===== config.mk =====
export PLATFORM = sky130hd
export DESIGN_NAME = uart_tx_slave
export DESIGN_NICKNAME = d
export VERILOG_FILES = /design/src/rtl/uart_tx_slave.sv
export SDC_FILE = /design/constraint.sdc
export NUM_CORES = 1
export LEC_CHECK = 0
export CORE_UTILIZATION = 49
export CTS_CLUSTER_SIZE = 25
export DETAILED_ROUTE_END_ITERATION = 10
export PLACE_DENSITY = 0.77
export SKIP_LAST_GASP = 1
export SYNTH_ARGS = -nofsm -noshare
export SYNTH_HDL_FRONTEND = slang
export SYNTH_SLANG_ARGS = --single-unit
export TNS_END_PERCENT = 50

===== constraint.sdc =====
create_clock -name clk -period 3.9 [get_ports clk]
set_clock_uncertainty 0.05 [all_clocks]
set_input_delay 0.78 -clock clk [delete_from_list [all_inputs] [get_ports clk]]
set_output_delay 0.78 -clock clk [all_outputs]
set_load 0.005 [all_outputs]

===== src/rtl/uart_tx_slave.sv =====
// -----------------------------------------------------------------------------
// uart_tx_slave
// Memory-mapped UART transmitter sitting behind the slave bus mux. Firmware
// pushes bytes into a TX FIFO; a shifter serializes them onto tx_o as 8N1
// frames (8E1/8O1 when parity is built in) at a programmable baud divisor.
//
// Build option:
//   UART_TX_PARITY_EN  - when defined, a parity bit is sent between the last
//                        data bit and the stop bit. CTRL bit1 selects odd
//                        parity, and STATUS bit8 reads 1.
//
// Register map (cmd.address[1:0]; upper address bits are ignored):
//   0 DATA   W: push write_data[7:0] when mask_byte[0]. Reads 0.
//   1 STATUS R: {bit8 parity_built, [7:4] level (sat 15), 3 overflow,
//               2 busy, 1 empty, 0 full}
//   2 DIV    R/W: clk cycles per bit; write needs mask_byte[1:0]=2'b11,
//               values below 2 are clamped to 2.
//   3 CTRL   W: bit0=1 flushes FIFO and clears overflow (mask_byte[0]).
//               bit1 odd-parity select when parity is built in.
//
// Bus handshake: there is no valid/ready pair. A write is accepted on every
// rising clk edge where cmd.mem_write=1 (no wait states); a read is answered
// combinationally in the same cycle as cmd.mem_read, result is 0 otherwise.
//
// Ports:
//   clk         system clock
//   rst         asynchronous reset, active-high
//   cmd         bus command (address, mem_read, mem_write, mask_byte,
//               write_data)
//   result      read data
//   tx_o        serial line, idle high
//   irq_o       high when FIFO empty and shifter idle
//   busy_o      shifter active or FIFO non-empty
//   o_dbg_state current shifter FSM state (debug observation)
// -----------------------------------------------------------------------------

package MemoryBus;
   typedef struct packed {
      logic [29:0] address;
      logic        mem_read;
      logic        mem_write;
      logic [3:0]  mask_byte;
      logic [31:0] write_data;
   } Cmd;

   typedef struct packed {
      logic [31:0] read_data;
   } Result;
endpackage

module uart_tx_slave #(
   parameter int FIFO_DEPTH  = 8,
   parameter int DIV_WIDTH   = 16,
   parameter int DEFAULT_DIV = 434
) (
   input  logic             clk,
   input  logic             rst,
   input  MemoryBus::Cmd    cmd,
   output MemoryBus::Result result,
   output logic             tx_o,
   output logic             irq_o,
   output logic             busy_o,
   output logic [2:0]       o_dbg_state
);

   localparam int AW = $clog2(FIFO_DEPTH);

   localparam logic [AW:0]          PTR_ONE = (AW+1)'(1);
   localparam logic [DIV_WIDTH-1:0] CNT_ONE = DIV_WIDTH'(1);
   localparam logic [DIV_WIDTH-1:0] DIV_MIN = DIV_WIDTH'(2);
   localparam logic [DIV_WIDTH-1:0] DIV_RST = DIV_WIDTH'(DEFAULT_DIV);

`ifdef UART_TX_PARITY_EN
   typedef enum logic [2:0] {
      ST_IDLE   = 3'd0,
      ST_START  = 3'd1,
      ST_DATA   = 3'd2,
      ST_STOP   = 3'd3,
      ST_PARITY = 3'd4
   } state_t;
   localparam logic PARITY_BUILT = 1'b1;
`else
   typedef enum logic [2:0] {
      ST_IDLE  = 3'd0,
      ST_START = 3'd1,
      ST_DATA  = 3'd2,
      ST_STOP  = 3'd3
   } state_t;
   localparam logic PARITY_BUILT = 1'b0;
`endif

   // ---------------------------------------------------------------------
   // Bus decode
   // ---------------------------------------------------------------------
   logic [1:0]           w_addr;
   logic                 w_push_req;
   logic                 w_push;
   logic                 w_flush;
   logic                 w_ctrl_wr;
   logic                 w_div_wr;
   logic [DIV_WIDTH-1:0] w_div_wdata;
   logic                 w_unused;

   assign w_addr      = cmd.address[1:0];
   assign w_push_req  = cmd.mem_write && (w_addr == 2'd0) && cmd.mask_byte[0];
   assign w_ctrl_wr   = cmd.mem_write && (w_addr == 2'd3) && cmd.mask_byte[0];
   assign w_flush     = w_ctrl_wr && cmd.write_data[0];
   assign w_div_wr    = cmd.mem_write && (w_addr == 2'd2) && (cmd.mask_byte[1:0] == 2'b11);
   assign w_div_wdata = cmd.write_data[DIV_WIDTH-1:0];
   // Upper address/data/mask bits are intentionally not decoded.
   assign w_unused    = ^cmd;

   // ---------------------------------------------------------------------
   // TX FIFO: pointers carry one extra wrap bit so full and empty can be
   // told apart when the index bits match.
   // ---------------------------------------------------------------------
   logic [7:0]  r_mem [FIFO_DEPTH];
   logic [AW:0] r_wr_ptr;
   logic [AW:0] r_rd_ptr;
   logic [AW:0] w_level;
   logic        w_empty;
   logic        w_full;
   logic [7:0]  w_head;
   logic        w_pop;
   logic        r_overflow;

   assign w_empty = (r_wr_ptr == r_rd_ptr);
   assign w_full  = (r_wr_ptr[AW] != r_rd_ptr[AW]) &&
                    (r_wr_ptr[AW-1:0] == r_rd_ptr[AW-1:0]);
   assign w_level = r_wr_ptr - r_rd_ptr;
   assign w_head  = r_mem[r_rd_ptr[AW-1:0]];

   // A full FIFO still accepts a push when the shifter pops in the same cycle.
   assign w_push = w_push_req && (!w_full || w_pop);

   always_ff @(posedge clk or posedge rst) begin
      if (rst) begin
         r_wr_ptr <= '0;
         r_rd_ptr <= '0;
      end else if (w_flush) begin
         r_rd_ptr <= r_wr_ptr;
      end else begin
         if (w_push) r_wr_ptr <= r_wr_ptr + PTR_ONE;
         if (w_pop)  r_rd_ptr <= r_rd_ptr + PTR_ONE;
      end
   end

   always_ff @(posedge clk) begin
      if (w_push && !w_flush) r_mem[r_wr_ptr[AW-1:0]] <= cmd.write_data[7:0];
   end

   always_ff @(posedge clk or posedge rst) begin
      if (rst)                          r_overflow <= 1'b0;
      else if (w_flush)                 r_overflow <= 1'b0;
      else if (w_push_req && !w_push)   r_overflow <= 1'b1;
   end

   // ---------------------------------------------------------------------
   // Divisor register
   // ---------------------------------------------------------------------
   logic [DIV_WIDTH-1:0] r_div;

   always_ff @(posedge clk or posedge rst) begin
      if (rst)           r_div <= DIV_RST;
      else if (w_div_wr) r_div <= (w_div_wdata < DIV_MIN) ? DIV_MIN : w_div_wdata;
   end

   // ---------------------------------------------------------------------
   // Parity control
   // ---------------------------------------------------------------------
`ifdef UART_TX_PARITY_EN
   logic r_odd;
   logic r_par;

   always_ff @(posedge clk or posedge rst) begin
      if (rst)            r_odd <= 1'b0;
      else if (w_ctrl_wr) r_odd <= cmd.write_data[1];
   end

   // Parity is fixed when the byte leaves the FIFO, alongside the data.
   always_ff @(posedge clk or posedge rst) begin
      if (rst)        r_par <= 1'b0;
      else if (w_pop) r_par <= (^w_head) ^ r_odd;
   end
`endif

   // ---------------------------------------------------------------------
   // Shifter FSM
   // ---------------------------------------------------------------------
   state_t               r_state;
   state_t               w_state_next;
   logic [DIV_WIDTH-1:0] r_cnt;
   logic [DIV_WIDTH-1:0] w_cnt_next;
   logic [DIV_WIDTH-1:0] r_frame_div;
   logic [DIV_WIDTH-1:0] w_frame_div_next;
   logic [2:0]           r_bit_idx;
   logic [2:0]           w_bit_idx_next;
   logic [7:0]           r_shift;
   logic [7:0]           w_shift_next;
   logic                 r_tx;
   logic                 w_tx_next;
   logic                 w_bit_end;
   logic                 w_can_pop;

   assign w_bit_end = (r_cnt == (r_frame_div - CNT_ONE));
   // A flush in the same cycle wins over starting a new frame.
   assign w_can_pop = !w_empty && !w_flush;

   always_ff @(posedge clk or posedge rst) begin
      if (rst) begin
         r_state     <= ST_IDLE;
         r_cnt       <= '0;
         r_frame_div <= DIV_RST;
         r_bit_idx   <= '0;
         r_shift     <= '0;
         r_tx        <= 1'b1;
      end else begin
         r_state     <= w_state_next;
         r_cnt       <= w_cnt_next;
         r_frame_div <= w_frame_div_next;
         r_bit_idx   <= w_bit_idx_next;
         r_shift     <= w_shift_next;
         r_tx        <= w_tx_next;
      end
   end

   always_comb begin
      w_state_next     = r_state;
      w_cnt_next       = r_cnt;
      w_frame_div_next = r_frame_div;
      w_bit_idx_next   = r_bit_idx;
      w_shift_next     = r_shift;
      w_pop            = 1'b0;
      w_tx_next        = 1'b1;

      unique case (r_state)
         ST_IDLE: begin
            if (w_can_pop) begin
               w_pop            = 1'b1;
               w_shift_next     = w_head;
               w_frame_div_next = r_div;
               w_cnt_next       = '0;
               w_state_next     = ST_START;
            end
         end
         ST_START: begin
            if (w_bit_end) begin
               w_cnt_next     = '0;
               w_bit_idx_next = 3'd0;
               w_state_next   = ST_DATA;
            end else begin
               w_cnt_next = r_cnt + CNT_ONE;
            end
         end
         ST_DATA: begin
            if (w_bit_end) begin
               w_cnt_next = '0;
               if (r_bit_idx == 3'd7) begin
`ifdef UART_TX_PARITY_EN
                  w_state_next = ST_PARITY;
`else
                  w_state_next = ST_STOP;
`endif
               end else begin
                  w_bit_idx_next = r_bit_idx + 3'd1;
                  w_shift_next   = {1'b0, r_shift[7:1]};
               end
            end else begin
               w_cnt_next = r_cnt + CNT_ONE;
            end
         end
`ifdef UART_TX_PARITY_EN
         ST_PARITY: begin
            if (w_bit_end) begin
               w_cnt_next   = '0;
               w_state_next = ST_STOP;
            end else begin
               w_cnt_next = r_cnt + CNT_ONE;
            end
         end
`endif
         ST_STOP: begin
            if (w_bit_end) begin
               w_cnt_next = '0;
               // Back-to-back frames: next start bit follows the stop bit
               // with no idle gap.
               if (w_can_pop) begin
                  w_pop            = 1'b1;
                  w_shift_next     = w_head;
                  w_frame_div_next = r_div;
                  w_state_next     = ST_START;
               end else begin
                  w_state_next = ST_IDLE;
               end
            end else begin
               w_cnt_next = r_cnt + CNT_ONE;
            end
         end
         default: begin
            w_state_next = ST_IDLE;
         end
      endcase

      // Line level is registered from the next state so tx_o is glitch-free.
      unique case (w_state_next)
         ST_START:  w_tx_next = 1'b0;
         ST_DATA:   w_tx_next = w_shift_next[0];
`ifdef UART_TX_PARITY_EN
         ST_PARITY: w_tx_next = r_par;
`endif
         default:   w_tx_next = 1'b1;
      endcase
   end

   // ---------------------------------------------------------------------
   // Derived outputs and read path
   // ---------------------------------------------------------------------
   logic [31:0] w_level_ext;
   logic [3:0]  w_level_sat;
   logic [31:0] w_status;
   logic [31:0] w_ctrl_rd;

   assign w_level_ext = 32'(w_level);
   assign w_level_sat = (w_level_ext > 32'd15) ? 4'hF : w_level_ext[3:0];

   assign busy_o      = (r_state != ST_IDLE) || !w_empty;
   assign irq_o       = !busy_o;
   assign tx_o        = r_tx;
   assign o_dbg_state = r_state;

   assign w_status = {23'd0, PARITY_BUILT, w_level_sat, r_overflow, busy_o,
                      w_empty, w_full};

`ifdef UART_TX_PARITY_EN
   assign w_ctrl_rd = {30'd0, r_odd, 1'b0};
`else
   assign w_ctrl_rd = 32'd0;
`endif

   always_comb begin
      result = '0;
      if (cmd.mem_read) begin
         unique case (w_addr)
            2'd1:    result.read_data = w_status;
            2'd2:    result.read_data = 32'(r_div);
            2'd3:    result.read_data = w_ctrl_rd;
            default: result.read_data = 32'd0;
         endcase
      end
   end

endmodule


Word-level counts from Yosys, hierarchy flattened
Memories as Yosys holds them, arrays and structs flattened.
Cells that the tools add are included.
- flip-flop bits (word level): 72
- RAM bits: 64
- input port bits: 70
- output and inout port bits: 38
- word-level logic and storage cells: 110
- memories: 1
- $add $sub $neg: 6
- magnitude comparators: 2
- eq/ne operators: 19
- mux-type cells: 36
- bitwise operators: 1
- reductions and logical operators: 34
- memories (name ; words ; bits a word ; rd ports ; clocked after Yosys merged registers in ; wr ports ; RTL line ; text):
    r_mem ; 8 ; 8 ; 1 ; 0 ; 1 ; 117 ; logic [7:0] r_mem [FIFO_DEPTH];
- operators by type and width (kind ; number):
    $mux W16 ; 6
    $pmux W16 S2 ; 3
    $mux W8 ; 4
    $mux W3 ; 8
    $pmux W8 S3 ; 1
    $add A16 B1 Y16 const B ; 1
    $eq A16 B16 Y1 ; 1
    $lt A16 B2 Y1 const B ; 1
    $sub A16 B1 Y16 const B ; 1
    $logic_and A1 B1 Y1 ; 12
    $mux W4 ; 3
    $pmux W3 S4 ; 1
    $ne A2 B2 Y1 const B ; 5
    $reduce_bool A2 Y1 ; 5
    $eq A3 B2 Y1 const B ; 3
    $add A4 B1 Y4 const B ; 2
    $reduce_and A4 Y1 ; 2
    $mux W1 ; 7
    $eq A2 B2 Y1 const B ; 3
    $eq A3 B1 Y1 const B ; 2
    $pmux W3 S2 ; 1
    $reduce_and A2 Y1 ; 3
    $reduce_bool A3 Y1 ; 2
    $logic_not A1 Y1 ; 5
    other kinds (14) ; 16

Logic depth before layout (Yosys ltp)
- word-level depth: 15
- mapped depth: 12
- gate-level depth less buffers: 10

Worst setup path after synthesis
OpenSTA, ideal clock, no wires.
- kind: register to register
- from: register r_frame_div[0]
- to: memory r_mem[1][0], enable pin
- setup time: 0.398 ns
- data arrival time: 3.823 ns
- data required time: 3.452 ns
- path slack: -0.371 ns
- stages on the path, launching flop included: 9
- path buffers: 0
- clock period less this slack: 4.271 ns
- path through: dfrtp_1 or4_4 or3_1 a2111o_1 a2111o_1 nor4_4 a41oi_2 nor2_4 nor4b_1
- longest elaborated chain between the ends: 9
- RTL lines (what ; RTL line ; text):
    start, declared ; 194 ; logic [DIV_WIDTH-1:0] r_frame_div;
    start signal, assigned ; 220 ; r_frame_div <= w_frame_div_next;
    $sub A16 B1 Y16 ; 205 ; assign w_bit_end = (r_cnt == (r_frame_div - CNT_ONE));
    $eq A16 B16 Y1 ; 205 ;
    $mux W1 ; 283 ; if (w_bit_end) begin
    $pmux W1 S2 ; 236 ; unique case (r_state)
    $logic_or A1 B1 Y1 ; 134 ; assign w_push = w_push_req && (!w_full || w_pop);
    $logic_and A1 B1 Y1 ; 134 ;
    $logic_and A1 B1 Y1 ; 149 ; if (w_push && !w_flush) r_mem[r_wr_ptr[AW-1:0]] <= cmd.write_data[7:0];
    $mux W1 ; 149 ;
    $mux W1 (not written as such) ; 149 ;
    end, declared ; 117 ;
No other way between the ends.

Worst setup path in the final report
- from: register r_frame_div[1]
- to: memory r_mem[3][1], enable pin
The elaborated chain is that of the path after synthesis.

==> run metrics <==
Initial Utilization=0.511; TritonCTS Buffers=17; clock power share=0.282; Clock Root Buffer=clkbuf_16; final WL=15,700 um; maxcap violations=0; xor and xnor area share after synthesis=0.0408; Startpoint Class=register; Via density=5.87; Crit path largest cell delay=570 ps; total die area=14,500 sq um; DP Cell Count=779; # port buffers=45; Slew Limit Fails=0; adder-cell share of the synthesized area=0.0266; gpl congestion=0.834; minimum clock period after layout=3770 ps; post-detailed-route count of antenna-violating nets=0; initial antenna violation count=0; most used cell, CP=a2111o_1; commonest cells in the netlist=64 x edfxtp_1, 61 x dfrtp_1, 43 x nand2_1, 31 x mux2_2, 28 x o21ai_0; Primary FF master, synth=edfxtp_1; Skew-Pair Late Insertion Delay=420 ps; GR Overflow Total=0; synth top area cells=edfxtp_1 28%, dfrtp_1 22%, mux4_2 5.2%; Layout Cells excl Fill=813; Post-synth ARST share=0.529; vias in the first global route=4,673; Worst VDD drop=397 uV; IO Pins=108; Cell variety after synth=70; Worst Path Max Fanout=8; setup TNS=0 ps; CP Class=register to register; Net Switching=1.80 mW; CP max stage cell=or4_4; internal power=3.52 mW; cell breakdown of the critical path=or4_4, or3_1, a2111o_1, a2111o_1, nor4_4, a41oi_4, nor2_4, nor4b_2, buf_4; outcome=finished, final reports clean; WL per Instance=19.3 um; post-synthesis cell count=556; Sinks on Clock Net=136; nets=708; post-synthesis mux area share=0.109; die width=120 um; largest area contributor in the netlist=edfxtp_1; PwrDens=650 nW/um^2; M3 GR Usage=0.0495; sequential element share of the synthesized area=0.544; EDFF count, synth=64; worst-margin pin slew=696 ps; Static Leak=3.28 nW; most frequent cell after synthesis=edfxtp_1; largest net degree at the start of global routing=48; row count=42; Worst Path Arrival=3840 ps; WP buf/inv=1; Setup crit end kind=register; crit share post-route=0.967; DR iter-0 viols=345; final hold vios=0; DRC=0; register area=3740 sq um; area grow syn2layout=19.1%; TritonCTS clock tree=yes; Most Used Layer, Global Route=met2; clk slew on worst S/H paths=60 ps; met1 Usage GRT=0.301; Ys Warns=0; share of cells above drive strength 1=0.212; first-pass GRT wire length=24,800 um; share of the synthesized area in the top cell type=0.280; H-Tree Depth=4; # setup viols final=0; total track usage=0.229; RSZ-0062 raised after global routing=false; Max-slew headroom=0.536; CORE AREA=13,500 sq um; synthesized area=6870 sq um; flops & latches, synth=136; Fillers=1,052; worst min path class=register to register; main combinational cell family by area after synthesis=simple AND/OR/NAND/NOR gates; routed vias=4,776; dpl hpwl=10,700 um; Top Family by Delay on Critical Path=simple AND/OR/NAND/NOR gates; clk buf depth=2; met2 Usage GRT=0.372; first-pass detailed-route iteration total=4; switch share=0.338; WP data required=3970 ps; Synth Area per Inst=12.4 sq um; post-synthesis compound-gate area fraction=0.0960; Flop pwr share=0.387; Comb power frac=0.331; fmax=0.265 GHz; area of the multi-input gates=2910 sq um; Post-Synth Simple-Gate Area=0.134; chip height=120 um; antenna cells=0
state kept, by name, summed over array words and instances, names as in the netlist:
name and flops:
r_mem 64, o_dbg_state 3, r_frame_div 16, r_rd_ptr 4, r_shift 8, r_div 16, r_bit_idx 3, r_wr_ptr 4
r_overflow 1, r_cnt 16, tx_o 1
power by group through the flow:
stage               sequential [mW]  combinational (mW)  clock [mW]
finish                         2.06                1.76        1.50
detailed placement             2.07                1.72           0
floorplan                      1.97                1.33           0
global placement               2.05                1.66           0
CTS                            2.04                1.73        1.52
global route                   2.09                1.93        1.58
per-layer routing:
metal	part of all wire	up-vias	routed length [um]
met5	0	-	0
met4	0.023	0	364
met3	0.053	22	835
met2	0.49	156	7660
met1	0.43	2416	6810
li1	-	2182	-
layout by cell type (no fill, tap or decap), drive strengths merged, types with 4 or more instances in the layout:
cell,netlist,routed
clkdlybuf4s50,0,45
dfstp,11,11
and3,20,20
a22oi,8,8
clkbuf,12,20
nand3,13,13
buf,26,26
edfxtp,64,64
nand2b,5,5
nor3b,9,9
o21ai,31,31
mux4,16,16
clkinv,0,6
a221o,6,6
inv,21,24
nor2,28,28
nor3,6,6
xor2,10,10
ha,13,13
or4,5,5
xnor2,22,22
nand2,43,43
a31oi,4,4
or3,5,5
mux2,33,33
conb,1,17
nor4b,5,5
a21o,11,11
nor2b,4,4
dfrtp,61,61
nand4,7,7
nor4,8,8
and4,4,4
a21oi,16,16
layout make-up:
| cell class | instances | area share |
|---|---|---|
| clock buffers | 20 | 0.0534 |
| clock inverters | 12 | 0.0147 |
| inverters | 21 | 0.00963 |
| multi-input cells | 377 | 0.356 |
| flip-flops and latches | 136 | 0.457 |
| well taps | 176 | 0.0269 |
| repair buffers | 71 | 0.0829 |
worst paths after layout:
check / startpoint / endpoint / slack [ps] / depth (start not counted)
max in group asynchronous: rst / r_div[1]$_DFFE_PP1P_ / 2370 / 3
min reg2reg: r_shift[7]$_DFFE_PP0P_ / r_shift[7]$_DFFE_PP0P_ / 450 / 1
max reg2reg: r_frame_div[1]$_DFFE_PP1P_ / r_mem[3][1]$_DFFE_PP_ / 130 / 9
max: r_frame_div[1]$_DFFE_PP1P_ / r_mem[3][1]$_DFFE_PP_ / 130 / 9
min: r_shift[7]$_DFFE_PP0P_ / r_shift[7]$_DFFE_PP0P_ / 450 / 1
min in group asynchronous: rst / o_dbg_state[2]$_DFF_PP0_ / 710 / 2
logic make-up after synthesis:
group,count (synthesis)
simple gates,166
flops,136
compound gates,97
buf+inv,59
mux,51
xor+xnor,32
fa+ha+maj,14
other cells,1
repair_timing:
action / 4_1_cts / 5_1_grt
hold buffers: 0 / 0
setup endpoints to repair: 0 / 24
buffers inserted: 0 / 2
gates resized for setup: 0 / 5
per-stage QoR:
stage,setup WS (ps),total power [mW],util,instance area (sq um),hold WS [ps]
final,130,5.32,0.608,8180,452
after global routing,12.7,5.60,0.608,8180,475
after CTS,87.6,5.30,0.604,8130,451
after detailed placement,117,3.78,0.563,7570,433
after global placement,141,3.71,0.563,7570,423
after floorplan,-370,3.30,-,6940,404
Note: power is estimated with default switching activity, not from simulation.
